--- config.mk ---
export PLATFORM = sky130hd
export DESIGN_NAME = erx_reset_seq
export DESIGN_NICKNAME = d
export VERILOG_FILES = /design/src/rtl/erx_reset_seq.sv
export SDC_FILE = /design/constraint.sdc
export NUM_CORES = 1
export LEC_CHECK = 0
export ABC_CLOCK_PERIOD_IN_PS = 4700
export BUFFER_PORTS_ARGS = -buffer_cell sky130_fd_sc_hd__buf_2
export CAP_MARGIN = 30
export CORE_MARGIN = 4
export CORE_UTILIZATION = 37
export CTS_CLUSTER_SIZE = 28
export DETAILED_ROUTE_END_ITERATION = 8
export PLACE_DENSITY = 0.59
export SLEW_MARGIN = 20
export SYNTH_ARGS = -nofsm -noshare
export SYNTH_HDL_FRONTEND = slang
export SYNTH_SLANG_ARGS = --single-unit
--- constraint.sdc ---
create_clock -name sys_clk -period 4.7 [get_ports sys_clk]
set_input_delay 0.47 -clock sys_clk [delete_from_list [all_inputs] [get_ports sys_clk]]
set_output_delay 0.47 -clock sys_clk [all_outputs]
set_load 0.01 [all_outputs]
--- src/rtl/erx_reset_seq.sv ---
// RX-side clock/reset sequencer: brings up RX PLL and IDELAYCTRL in order, releases the
// RX core once the link clock toggles, and tears the path down on lock or clock loss.
module erx_reset_seq #(
  parameter int RCW     = 8,
  parameter int TIMEOUT = 4
) (
  input  logic       sys_clk,
  input  logic       sys_reset,
  input  logic       soft_reset,
  input  logic       pll_locked,
  input  logic       idelay_rdy,
  input  logic       rx_toggle,
  input  logic       status_clear,
  output logic       pll_reset,
  output logic       idelay_reset,
  output logic       rx_nreset,
  output logic       rx_active,
  output logic       lock_lost,
  output logic       clk_lost,
  output logic [2:0] state
);

  // state          | meaning
  // RX_RESET_ALL   | PLL and IDELAYCTRL held in reset
  // RX_WAIT_LOCK   | PLL released, waiting for lock
  // RX_IDELAY_RST  | IDELAYCTRL reset held one heartbeat period
  // RX_WAIT_RDY    | IDELAYCTRL released, waiting for ready
  // RX_WAIT_ACT    | waiting for an RX clock toggle edge
  // RX_ACTIVE      | RX core out of reset, monitoring lock and clock
  typedef enum logic [2:0] {
    RX_RESET_ALL  = 3'b000,
    RX_WAIT_LOCK  = 3'b001,
    RX_IDELAY_RST = 3'b010,
    RX_WAIT_RDY   = 3'b011,
    RX_WAIT_ACT   = 3'b100,
    RX_ACTIVE     = 3'b101
  } state_t;

  localparam logic [3:0] TIMEOUT_C = 4'(TIMEOUT);
  localparam logic [3:0] MISS_MAX  = 4'd15;

  logic [RCW-1:0] counter_q, counter_d;
  logic           heartbeat_q, heartbeat_d;
  logic           lock_s1_q, lock_s1_d, lock_s2_q, lock_s2_d;
  logic           rdy_s1_q, rdy_s1_d, rdy_s2_q, rdy_s2_d;
  logic           tog_s1_q, tog_s1_d, tog_s2_q, tog_s2_d, tog_hist_q, tog_hist_d;
  logic           edge_seen_q, edge_seen_d;
  logic [3:0]     miss_q, miss_d;
  state_t         state_q, state_d;
  logic           lock_lost_q, lock_lost_d;
  logic           clk_lost_q, clk_lost_d;

  logic           toggle_edge;
  logic [3:0]     miss_inc;
  logic           clk_timeout;
  logic           set_lock_lost, set_clk_lost;

  always_comb begin
    counter_d   = counter_q + 1'b1;
    heartbeat_d = (counter_q == '0);
    lock_s1_d   = pll_locked;
    lock_s2_d   = lock_s1_q;
    rdy_s1_d    = idelay_rdy;
    rdy_s2_d    = rdy_s1_q;
    tog_s1_d    = rx_toggle;
    tog_s2_d    = tog_s1_q;
    tog_hist_d  = tog_s2_q;
  end

  // An edge landing on the heartbeat cycle must survive the clear.
  always_comb begin
    toggle_edge = tog_s2_q ^ tog_hist_q;
    edge_seen_d = toggle_edge | (edge_seen_q & ~heartbeat_q);
    miss_inc    = (miss_q == MISS_MAX) ? miss_q : miss_q + 4'd1;
    clk_timeout = heartbeat_q && !edge_seen_q && (miss_inc >= TIMEOUT_C);
    miss_d      = miss_q;
    if (state_q != RX_ACTIVE) begin
      miss_d = 4'd0;
    end else if (heartbeat_q) begin
      miss_d = edge_seen_q ? 4'd0 : miss_inc;
    end
  end

  always_comb begin
    state_d       = state_q;
    set_lock_lost = 1'b0;
    set_clk_lost  = 1'b0;
    case (state_q)
      RX_RESET_ALL: begin
        if (heartbeat_q && !soft_reset) state_d = RX_WAIT_LOCK;
      end
      RX_WAIT_LOCK: begin
        if (heartbeat_q) begin
          if (soft_reset)     state_d = RX_RESET_ALL;
          else if (lock_s2_q) state_d = RX_IDELAY_RST;
        end
      end
      RX_IDELAY_RST: begin
        if (heartbeat_q) state_d = soft_reset ? RX_RESET_ALL : RX_WAIT_RDY;
      end
      RX_WAIT_RDY: begin
        if (heartbeat_q) begin
          if (soft_reset)    state_d = RX_RESET_ALL;
          else if (rdy_s2_q) state_d = RX_WAIT_ACT;
        end
      end
      RX_WAIT_ACT: begin
        if (heartbeat_q) begin
          if (soft_reset)       state_d = RX_RESET_ALL;
          else if (edge_seen_q) state_d = RX_ACTIVE;
        end
      end
      RX_ACTIVE: begin
        if (!lock_s2_q) begin
          state_d       = RX_RESET_ALL;
          set_lock_lost = 1'b1;
        end else if (clk_timeout) begin
          state_d      = RX_RESET_ALL;
          set_clk_lost = 1'b1;
        end else if (heartbeat_q && soft_reset) begin
          state_d = RX_RESET_ALL;
        end
      end
      default: state_d = RX_RESET_ALL;
    endcase
    lock_lost_d = set_lock_lost | (lock_lost_q & ~status_clear);
    clk_lost_d  = set_clk_lost  | (clk_lost_q  & ~status_clear);
  end

  always_ff @(posedge sys_clk) begin
    if (sys_reset) begin
      counter_q   <= '0;
      heartbeat_q <= 1'b0;
      lock_s1_q   <= 1'b0;
      lock_s2_q   <= 1'b0;
      rdy_s1_q    <= 1'b0;
      rdy_s2_q    <= 1'b0;
      tog_s1_q    <= 1'b0;
      tog_s2_q    <= 1'b0;
      tog_hist_q  <= 1'b0;
      edge_seen_q <= 1'b0;
      miss_q      <= 4'd0;
      state_q     <= RX_RESET_ALL;
      lock_lost_q <= 1'b0;
      clk_lost_q  <= 1'b0;
    end else begin
      counter_q   <= counter_d;
      heartbeat_q <= heartbeat_d;
      lock_s1_q   <= lock_s1_d;
      lock_s2_q   <= lock_s2_d;
      rdy_s1_q    <= rdy_s1_d;
      rdy_s2_q    <= rdy_s2_d;
      tog_s1_q    <= tog_s1_d;
      tog_s2_q    <= tog_s2_d;
      tog_hist_q  <= tog_hist_d;
      edge_seen_q <= edge_seen_d;
      miss_q      <= miss_d;
      state_q     <= state_d;
      lock_lost_q <= lock_lost_d;
      clk_lost_q  <= clk_lost_d;
    end
  end

  assign pll_reset    = (state_q == RX_RESET_ALL);
  assign idelay_reset = (state_q == RX_RESET_ALL) || (state_q == RX_WAIT_LOCK) ||
                        (state_q == RX_IDELAY_RST);
  assign rx_nreset    = (state_q == RX_ACTIVE);
  assign rx_active    = (state_q == RX_ACTIVE);
  assign lock_lost    = lock_lost_q;
  assign clk_lost     = clk_lost_q;
  assign state        = state_q;

endmodule
After elaboration in Yosys (flattened, before gate mapping)
Index checks and enable logic that the tools add are counted.
{"block": "classes", "n_bitwise": 9, "add_sub_neg": 2, "reduce_logical": 12, "mux": 23, "n_lt_le_gt_ge": 1, "eq_ne": 16}
{"op": "2-to-1 mux 3 bit", "count": 14}
{"op": "case mux 3 bit (6 select lines)", "count": 1}
{"op": "!= test 3 bit (second input constant)", "count": 4}
{"op": "AND reduction 9 bit", "count": 1}
{"op": "adder 8 x 1 -> 8 bit (second input constant)", "count": 1}
{"op": "zero test 8 bit", "count": 1}
{"op": "2-to-1 mux 4 bit", "count": 2}
{"op": "!= test 2 bit (second input constant)", "count": 4}
{"op": "== test 3 x 2 -> 1 bit (second input constant)", "count": 2}
{"op": "== test 3 bit (second input constant)", "count": 2}
{"op": "2-to-1 mux 1 bit", "count": 5}
{"op": "adder 4 x 1 -> 4 bit (second input constant)", "count": 1}
{"op": "== test 4 bit (second input constant)", "count": 1}
{"op": "greater-or-equal comparator 4 x 3 -> 1 bit (second input constant)", "count": 1}
{"op": "logical AND 1 bit", "count": 4}
{"op": "!= test 4 x 2 -> 1 bit (second input constant)", "count": 1}
{"op": "bitwise AND 1 bit", "count": 3}
{"op": "== test 3 x 1 -> 1 bit (second input constant)", "count": 1}
{"op": "zero test 3 bit", "count": 1}
{"op": "bitwise OR 1 bit", "count": 3}
{"op": "zero test 1 bit", "count": 2}
{"op": "logical OR 1 bit", "count": 2}
{"op": "2-to-1 mux 2 bit", "count": 1}
{"op": "!= test 2 x 1 -> 1 bit (second input constant)", "count": 1}
{"op": "other kinds (3)", "count": 4}
{"block": "word_totals", "regBits": 26, "word_cells": 77}

Depth between registers and ports, before layout
{"block": "depth", "depth_word": 8, "depth_mapped": 6, "depth_no_buf": 6}

Worst setup path after synthesis
OpenSTA, ideal clock, no wires.
{"block": "synth_timing", "path_type": "flip-flop to flip-flop", "start": "reg miss_q[0]", "end": "reg state_q[2], in the netlist state[2]", "t_arrival_ns": 1.504, "period_less_slack_ns": 1.562, "path_slack_ns": 3.138, "stages_incl_launch_ff": 7, "setup_ns": 0.058, "path_cell_list": "dfxtp_1 > ha_1 > and3b_1 > a211o_1 > nand3_2 > mux2_1 > nand2_1"}
{"block": "synth_via", "elab_chain_cells": 7, "word_cells_on_any_way": 10, "cone_classes": "1 x add/sub; 1 x order compare; 2 x eq/ne; 4 x mux; 2 x reduce/logical"}
{"element": "start: declaration", "line_no": "48", "text": "logic [3:0] miss_q, miss_d;"}
{"element": "start signal: assignment", "line_no": "157", "text": "miss_q <= miss_d;"}
{"element": "adder 4 x 1 -> 4 bit / == test 4 bit (equally long branches)", "line_no": "74", "text": "miss_inc = (miss_q == MISS_MAX) ? miss_q : miss_q + 4'd1;"}
{"element": "2-to-1 mux 4 bit *", "line_no": "74"}
{"element": "greater-or-equal comparator 4 x 3 -> 1 bit *", "line_no": "75", "text": "clk_timeout = heartbeat_q && !edge_seen_q && (miss_inc >= TIMEOUT_C);"}
{"element": "logical AND 1 bit *", "line_no": "75"}
{"element": "2-to-1 mux 3 bit", "line_no": "117", "text": "end else if (clk_timeout) begin"}
{"element": "2-to-1 mux 3 bit", "line_no": "114", "text": "if (!lock_s2_q) begin"}
{"element": "case mux 3 bit (6 select lines)", "line_no": "88", "text": "case (state_q)"}
{"element": "end signal: assignment", "line_no": "158", "text": "state_q <= state_d;"}
{"element": "end: declaration", "line_no": "49", "text": "state_t state_q, state_d;"}
Every way passes the cells marked *; elsewhere a longest branch is shown, timed or not.
A chain may end at the register's enable or synchronous reset.

Worst setup path after layout
{"block": "layout_timing", "start": "reg state_q[1], in the netlist state[1]", "end": "out rx_active"}
{"block": "layout_via", "elab_chain_cells": 1}
{"element": "== test 3 bit", "line_no": "168", "text": "assign rx_active = (state_q == RX_ACTIVE);"}
{"element": "end: declaration", "line_no": "17", "text": "output logic rx_active,"}
Every way passes these cells.

==> flow_summary.ini <==
[layout]
nets = 151
drive_gt1_frac = 0.151
fillers = 319
multi_input_area_um2 = 616
final_cell_area_um2 = 1310
syn_to_final_growth_pct = 9.54
diodes = 0
register_area_um2 = 520
finalNonFillerCells = 183

[detailed_routing]
wirelength_mm = 2.07
drtAntennaViolNets = 0
vias = 900
firstDrtPassIters = 4
vias_per_cell = 4.92
drtIter0Drc = 68
drc = 0
wl_per_cell_um = 11.3

[synth]
synthXorXnorAreaFrac = 0.0514
synth_compound_area_frac = 0.118
ys_seq_area_frac = 0.436
yosysTopAreaCell = dfxtp_1
synth_fa_ha_area_frac = 0.0398
synth_edf_count = 0
yosys.area_share.simple = 0.263
yosysWarnings = 0
yosys-mux-area-fraction = 0.0430
avgSynthCellArea_um2 = 9.33
synth_top_family_by_area = simple AND/OR/NAND/NOR gates
yosysMostFrequentCell = dfxtp_1
synth.net_count = 138
ys_types = 42
syn_area_um2 = 1190
synthTopCellsByCount = 26 x dfxtp_1, 12 x nor2_1, 11 x nor2b_1, 6 x nand3_1
async_flop_share = 0
netlist_instances = 128
synth_flop_cell = dfxtp_1
synth_area_leaders = dfxtp_1 44%, nor2b_1 5.8%, nor2_1 3.8%, mux2i_1 3.4%, ha_1 3.1%
ys_seq_elements = 26
synth.top_cell.area_share = 0.436

[floorplanning]
rows = 20
coreArea_um2 = 3080
start_util = 0.388
fp.dieH_um = 64.8
fp.dieW_um = 64.8
ioPinCount = 16
dieArea_um2 = 4200

[timing]
fin_skew_ns = 0.0160
fmax_ghz = 0.534
tightest_slew_ns = 0.450
finalSetupTns_ns = 0
setup_viol = 0
finalHoldViolCount = 0
min_period_ns = 1.87
setup_ws_ns = 2.83
rsz0062_at_grt = false
drv_slew = 0
slew_headroom = 0.700
post-route-period-util = 0.398

[power_and_ir_drop]
peakVddDrop_mv = 0.166
powerDensity_nw_per_um2 = 274
power.leakage_nw = 0.557

[job]
drv_cap = 0

[critical_path]
regToRegSetupSlack_ns = 3.00
arrival_ns = 1.40
path_cells = nand3b_4 -> inv_1 -> buf_2
cp-end-kind = output port
path_max_fanout = 13
cp_slowest_cell = dfxtp_1
cpPeakStageDelay_ns = 0.59
worstPathRequired_ns = 4.23
cp-start-kind = flip-flop
crit_type = flip-flop to output port

[clock_tree]
root_buffer = clkbuf_4
cts-htree-levels = 1
cts.hold.buffers_added = 0
clk_path_buf_depth = 2
cts_made_buffers = 3
clk_latency_ns = 0.32
cts_tree = done
cts_sinks = 26
clk_pin_slew_ns = 0.14
ctsResizeCount = 0
post_cts_buffers = 0

[min_path]
min_path_type = input pin to flip-flop

[global_routing]
grt_use_total = 0.111
grt_overflow = 0
grt_max_degree = 29
grt_pass1_wl_mm = 3.68
grt_pass1_vias = 858
grt_antenna_before_repair = 0

[placed_design]
gp_congestion = 0.781
placed_cells = 180
preCtsSetupSlack_ns = 3.05
place_area_um2 = 1280
portBuffers = 15
dpl.hpwl_mm = 1.46

[outcome]
status = finished, final reports clean
==> metal layers <==
| metal | share of wire | vias up | global-route usage |
|---|---|---|---|
| li1 | - | 467 | - |
| met3 | 0.044 | 2 | 0.0364 |
| met2 | 0.48 | 13 | 0.183 |
| met5 | 0 | - | 0 |
| met1 | 0.47 | 418 | 0.133 |
| met4 | 0.010 | 0 | 0.0396 |
==> per-stage QoR <==
| step | util | total power, mW | hold slack [ns] |
|---|---|---|---|
| global route | 0.425 | 0.377 | 0.343 |
| finish | 0.425 | 0.358 | 0.367 |
| CTS | 0.425 | 0.362 | 0.356 |
| detailed placement | 0.417 | 0.272 | 0.424 |
| floorplan | - | 0.263 | 0.414 |
| global placement | 0.417 | 0.271 | 0.425 |
==> critical path: cells and delay by family (launching register included) <==
family	cells	cell delay, ns
DFF	1	0.59
and+or+nand+nor	1	0.26
buffers and inverters	2	0.22
==> sequential cells by signal, indices dropped and copies added (netlist names) <==
signal / flops
clk_lost: 1
counter_q: 8
edge_seen_q: 1
heartbeat_q: 1
lock_lost: 1
lock_s1_q: 1
lock_s2_q: 1
miss_q: 4
rdy_s1_q: 1
rdy_s2_q: 1
state: 3
tog_hist_d: 1
tog_hist_q: 1
tog_s1_q: 1
==> power by group <==
group          switching [mW]  internal [mW]  leakage, nW
Combinational          0.0158         0.0149        0.331
Clock                  0.0616         0.0300       0.0138
Sequential            0.00863          0.228        0.212
==> worst paths after layout <==
path,from,end,cells after the start
max,state[1],rx_active,3
min,rx_toggle,tog_s1_q,2
max reg2reg,miss_q[0],state[2],6
min reg2reg,tog_s1_q,tog_hist_d,1
==> kinds of logic (layout without fill, tap and decap cells) <==
kind of cell / Yosys count / in the layout
simple gates: 54 / 54
fa+ha+maj: 4 / 4
xor+xnor: 7 / 7
mux: 5 / 5
buf+inv: 12 / 23
flops: 26 / 26
compound gates: 20 / 20
==> cell usage in the layout, fill, tap and decap left out, types with 3 or more instances in the layout <==
cell       n
nand2_1    3
clkbuf_4   3
nor2_1    12
ha_1       3
nor2b_1   11
a21oi_1    4
buf_2     15
inv_1      5
nor3_1     5
xor2_1     4
mux2i_1    4
dfxtp_1   26
o21ai_0    3
nand2b_1   4
nand3_1    6
xnor2_1    3
==> layout make-up <==
| type | instances | area share |
|---|---|---|
| Clock buffer | 3 | 0.0172 |
| Tap cell | 44 | 0.0421 |
| Timing Repair Buffer | 15 | 0.0574 |
| Multi-Input combinational cell | 90 | 0.471 |
| Inverter | 5 | 0.0144 |
| Sequential cell | 26 | 0.398 |
No activity file was read; power rests on OpenSTA's default activity.
